File: config.mk
export PLATFORM = sky130hd
export DESIGN_NAME = general_register_bank_flat
export DESIGN_NICKNAME = d
export VERILOG_FILES = /design/src/rtl/general_register_bank_if.sv /design/src/rtl/general_register_bank.sv /design/src/flat_wrapper.sv
export SDC_FILE = /design/constraint.sdc
export NUM_CORES = 1
export LEC_CHECK = 0
export BUFFER_PORTS_ARGS = -buffer_cell sky130_fd_sc_hd__buf_2
export CORE_AREA = 3 3 90 177
export CTS_BUF_LIST = sky130_fd_sc_hd__clkbuf_2
export DETAILED_ROUTE_END_ITERATION = 12
export DIE_AREA = 0 0 93 180
export PLACE_DENSITY_LB_ADDON = 0.15
export SYNTH_ARGS = -nofsm -noshare
export SYNTH_HDL_FRONTEND = slang
export SYNTH_SLANG_ARGS = --single-unit
File: constraint.sdc
create_clock -name SYS_CLK -period 4.1 [get_ports SYS_CLK]
set_input_delay 0.205 -clock SYS_CLK [delete_from_list [all_inputs] [get_ports SYS_CLK]]
set_output_delay 0.205 -clock SYS_CLK [all_outputs]
set_load 0.01 [all_outputs]
File: src/rtl/general_register_bank_if.sv
// Register-bus bundle between a bus master and the general register bank.
interface general_register_bank_if #(
  parameter int DATA_WIDTH = 8,
  parameter int ADDR_WIDTH = 8
);
  logic                  read_flag;
  logic                  write_flag;
  logic [ADDR_WIDTH-1:0] amba_addr;
  logic [DATA_WIDTH-1:0] data_in;
  logic [DATA_WIDTH-1:0] data_out;
  logic                  rd_valid;
  logic                  err;

  modport master (
    output read_flag, write_flag, amba_addr, data_in,
    input  data_out, rd_valid, err
  );

  modport slave (
    input  read_flag, write_flag, amba_addr, data_in,
    output data_out, rd_valid, err
  );
endinterface

File: src/rtl/general_register_bank.sv
// Decoded bank of NUM_REGS registers at [BASE_ADDR, BASE_ADDR+NUM_REGS), 1-cycle registered read.
// Optional sticky write lock on the top register is enabled by defining REG_LOCK_EN.
module general_register_bank #(
  parameter int DATA_WIDTH = 8,
  parameter int ADDR_WIDTH = 8,
  parameter int NUM_REGS   = 16,
  parameter int BASE_ADDR  = 0
) (
  input logic SYS_CLK,
  input logic rst,
  general_register_bank_if.slave bus
);
  localparam int IDX_W = $clog2(NUM_REGS);
  localparam logic [ADDR_WIDTH:0] BASE_EXT = (ADDR_WIDTH+1)'(BASE_ADDR);
  localparam logic [ADDR_WIDTH:0] TOP_EXT  = (ADDR_WIDTH+1)'(BASE_ADDR + NUM_REGS);
  localparam logic [IDX_W-1:0]    LAST_IDX = IDX_W'(NUM_REGS - 1);

  logic [DATA_WIDTH-1:0] regs [NUM_REGS];
  logic [ADDR_WIDTH:0]   addr_ext;
  logic [IDX_W-1:0]      idx;
  logic                  hit;
  logic                  wr_ok;
  logic                  err_nxt;
  logic [DATA_WIDTH-1:0] rd_dat;

`ifdef REG_LOCK_EN
  logic locked;
  logic lock_set;
`endif

  // Extra MSB keeps the top-of-window compare from wrapping at the end of the address space.
  assign addr_ext = {1'b0, bus.amba_addr};
  assign hit      = (addr_ext >= BASE_EXT) && (addr_ext < TOP_EXT);
  assign idx      = IDX_W'(addr_ext - BASE_EXT);

  always_comb begin
    wr_ok   = 1'b0;
    err_nxt = 1'b0;
    rd_dat  = '0;
    if (bus.read_flag) begin
      rd_dat  = hit ? regs[idx] : '0;
      err_nxt = !hit || bus.write_flag;
    end else if (bus.write_flag) begin
`ifdef REG_LOCK_EN
      wr_ok   = hit && !locked;
`else
      wr_ok   = hit;
`endif
      err_nxt = !wr_ok;
    end
  end

`ifdef REG_LOCK_EN
  assign lock_set = wr_ok && (idx == LAST_IDX) && bus.data_in[0];

  always_ff @(posedge SYS_CLK) begin
    if (rst) locked <= 1'b0;
    else if (lock_set) locked <= 1'b1;
  end
`endif

  always_ff @(posedge SYS_CLK) begin
    if (rst) begin
      for (int i = 0; i < NUM_REGS; i++) regs[i] <= '0;
      bus.data_out <= '0;
      bus.rd_valid <= 1'b0;
      bus.err      <= 1'b0;
    end else begin
      bus.rd_valid <= bus.read_flag;
      bus.err      <= err_nxt;
      if (bus.read_flag) bus.data_out <= rd_dat;
      if (wr_ok)         regs[idx]    <= bus.data_in;
    end
  end

`ifndef REG_LOCK_EN
  logic unused_last;
  assign unused_last = ^LAST_IDX;
`endif
endmodule

File: src/flat_wrapper.sv
// flat-port wrapper written by rule: the top's interface ports become plain ports
module general_register_bank_flat 
#(
  parameter int DATA_WIDTH = 8,
  parameter int ADDR_WIDTH = 8,
  parameter int NUM_REGS   = 16,
  parameter int BASE_ADDR  = 0
)
  (SYS_CLK, rst, bus_read_flag, bus_write_flag, bus_amba_addr, bus_data_in, bus_data_out, bus_rd_valid, bus_err);
  general_register_bank_if #(.DATA_WIDTH(DATA_WIDTH), .ADDR_WIDTH(ADDR_WIDTH)) bus_i ();
  input logic SYS_CLK;
  input logic rst;
  input wire logic [$bits(bus_i.read_flag)-1:0] bus_read_flag;
  input wire logic [$bits(bus_i.write_flag)-1:0] bus_write_flag;
  input wire logic [$bits(bus_i.amba_addr)-1:0] bus_amba_addr;
  input wire logic [$bits(bus_i.data_in)-1:0] bus_data_in;
  output wire logic [$bits(bus_i.data_out)-1:0] bus_data_out;
  output wire logic [$bits(bus_i.rd_valid)-1:0] bus_rd_valid;
  output wire logic [$bits(bus_i.err)-1:0] bus_err;
  assign bus_i.read_flag = bus_read_flag;
  assign bus_i.write_flag = bus_write_flag;
  assign bus_i.amba_addr = bus_amba_addr;
  assign bus_i.data_in = bus_data_in;
  assign bus_data_out = bus_i.data_out;
  assign bus_rd_valid = bus_i.rd_valid;
  assign bus_err = bus_i.err;
  general_register_bank #(.DATA_WIDTH(DATA_WIDTH), .ADDR_WIDTH(ADDR_WIDTH), .NUM_REGS(NUM_REGS), .BASE_ADDR(BASE_ADDR)) u_core (.SYS_CLK(SYS_CLK), .rst(rst), .bus(bus_i));
endmodule
==> results.tsv <==
stage	metric	value	unit
logic_synthesis	post-synth top area share	58.9	%
routing	routed vias	3453	
logic_synthesis	cells after synthesis	404	
final_layout	Finished Core Util	48.6	%
timing	worst rel slew slack	49.0	%
routing	initial drt markers	153	
logic_synthesis	post-synthesis sequential area ratio	62.0	%
min_path	min-delay src	bus_data_in[7]	
floorplanning	Initial Util	44.0	%
logic_synthesis	syn_area_per_cell	16.2	um^2
timing	skew final	0.0260	ns
place	Placer Congestion	0.809	
clock_network	CTS sink count	138	
worst_setup_path	critical path class	in2reg	
final_layout	share of layout cells above drive strength 1	28.7	%
routing	TritonRoute pass-1 iters	6	
final_layout	Syn-to-layout area delta	10.3	%
timing	FMAX	483	MHz
routing	via/cell ratio	5.30	
clock_network	cts bufs inserted	17	
floorplanning	area of the core	14800	um^2
logic_synthesis	FF+latch count, synth	138	
clock_network	CTS tree	built	
logic_synthesis	Ys Warns	0	
timing	worst-margin pin slew	0.765	ns
timing	fin crit share	50.5	%
pwr	power per standard cell area	386	nW/um^2
worst_setup_path	worst reg-to-reg setup slack	2.64	ns
worst_setup_path	CP required	4.46	ns
clock_network	Root Buffer Master	clkbuf_2	
timing	Setup Viol. Count Final	0	
floorplanning	Die X	93	um
floorplanning	Chip Height	180	um
logic_synthesis	Synth area leader	edfxtp_1	
global_route	pin count of the biggest net entering global routing	35	
timing	final critical-path required period	2.07	ns
worst_setup_path	startpoint types	primary input	
logic_synthesis	Synth top cells by count	and2_1 (128), edfxtp_1 (128), mux4_2 (32)	
clock_network	htree depth	4	
place	HPWL after DPL	10900	um
run	Max Cap Viol	0	
routing	wire per inst	23.8	um
pwr	Leak	2.59	nW
min_path	Hold Path Depth	2	
logic_synthesis	Synth cell types	27	
routing	residual DRC count	0	
final_layout	FILL cells	1339	
global_route	initial antenna violation count	1	
global_route	total track usage	19.8	%
worst_setup_path	FF-to-FF End	u_core.bus.data_out[3]	
timing	RSZ-0062 raised after global routing	no	
clock_network	clk buf depth	2	
logic_synthesis	Primary FF master, synth	edfxtp_1	
logic_synthesis	Synth area leaders	edfxtp_1 (59%), and2_1 (12%), mux4_2 (11%)	
routing	WL final	15600	um
global_route	grt total ovfl	0	
routing	ANT nets after route	0	
worst_setup_path	CP arrival	2.43	ns
worst_setup_path	R2R Path Start	u_core.regs[0][3]	
worst_setup_path	critical path peak fanout	16	
global_route	vias in the first global route	3726	
clock_network	Setup Fix Bufs, Post-CTS	0	
timing	Final Hold Vio Count	0	
timing	Setup TNS Final	0	ns
outcome	status	finished, final reports clean	
clock_network	clock slew at reported path FFs	0.22	ns
global_route	first-pass GRT wire length	23400	um
min_path	WHS Endpoint	u_core.regs[6][7]	
logic_synthesis	Async SR Flop Fraction	0	%
logic_synthesis	Synth Cell Area	6530	um^2
clock_network	post_cts resized	0	
worst_setup_path	r2r worst-path depth	3	
pwr	peak supply drop	0.193	mV
worst_setup_path	Worst setup EP type	flip-flop	
floorplanning	die area	16700	um^2
place	port bufs	29	
final_layout	Nets	464	
clock_network	hold buffer count at cts	10	
clock_network	clk_lat worst skew	0.69	ns
timing	Pins Over Slew Limit	0	
floorplanning	I/O Pins	30	
min_path	Hold Path Class	in2reg	
logic_synthesis	Post-synth EDFFs	128	
logic_synthesis	Syn Nets	424	
floorplanning	Site Rows	63	
-- worst max-delay path: stages --
cell	delay [ns]
dlygate4sd3_1	0.53
buf_2	0.14
or3b_1	0.36
buf_4	0.27
nor4_4	0.49
or2_1	0.42
-- worst max path at each step --
stage	startpoint	end	depth (start not counted)
3_5_place_dp	bus_amba_addr[1]	u_core.regs[3][3]	4
2_1_floorplan	bus_amba_addr[7]	u_core.regs[14][0]	5
6_report	bus_read_flag	u_core.regs[14][6]	6
3_3_place_gp	bus_amba_addr[1]	u_core.regs[3][4]	4
5_1_grt	bus_read_flag	u_core.regs[14][6]	6
4_1_cts	bus_read_flag	u_core.regs[14][6]	6
-- where the power goes --
part | internal (mW) | leakage (nW) | switching, mW
Sequential | 1.60 | 1.30 | 0.0233
Combinational | 0.0884 | 1.13 | 0.139
Clock | 0.407 | 0.161 | 0.519
Total | 2.09 | 2.59 | 0.681
-- area by class of cell --
cell class / instances / area, um^2 / share of cell area, %
Multi-Input combinational cell: 242 / 2330 / 32.4
Clock inverter: 13 / 193 / 2.68
Sequential cell: 138 / 4040 / 56.2
Antenna cell: 1 / 2.50 / 0.0348
Tap cell: 195 / 244 / 3.39
Clock buffer: 18 / 90.1 / 1.25
Timing Repair Buffer: 45 / 293 / 4.07
-- metal layers --
layer	up-vias	global-route usage (%)	part of all wire, %
met4	0	7.46	2.2
met1	1776	20.4	35
met5	-	0	0
met3	22	3.52	1.9
met2	57	38.4	61
li1	1598	-	-
-- stage by stage --
step	power (mW)	instances	hold WS [ns]	setup WS [ns]	area, um^2
after floorplan	1.79	404	0.345	2.06	6530
after global placement	1.88	609	0.441	1.55	6800
after detailed placement	1.88	609	0.457	1.46	6800
after CTS	2.80	650	0.00464	2.05	7180
after global routing	2.87	652	0.0136	1.99	7200
final	2.78	652	0.0729	2.03	7200
-- cell families after synthesis --
| group | after synthesis | share of synthesized area (%) |
|---|---|---|
| AOI/OAI and AO/OA | 10 | 1.23 |
| buffers and inverters | 24 | 2.34 |
| DFF | 138 | 62.0 |
| muxes | 48 | 13.5 |
| and+or+nand+nor | 184 | 21.0 |
-- cells in the final DEF (no fill, tap or decap), drive strengths merged, types with 4 or more instances in the layout --
master,n
clkbuf,18
and2,128
nor4,17
clkinv,4
mux2i,16
dlygate4sd3,11
nand2,11
mux4,32
edfxtp,128
dfxtp,10
o221ai,8
buf,34
bufinv,4
or2,18
-- sequential cells by signal (all words and copies together), names as in the netlist --
signal	flops
u_core.bus.err	1
u_core.bus.rd_valid	1
u_core.bus.data_out	8
u_core.regs	128
(Power assumes the default switching activity.)
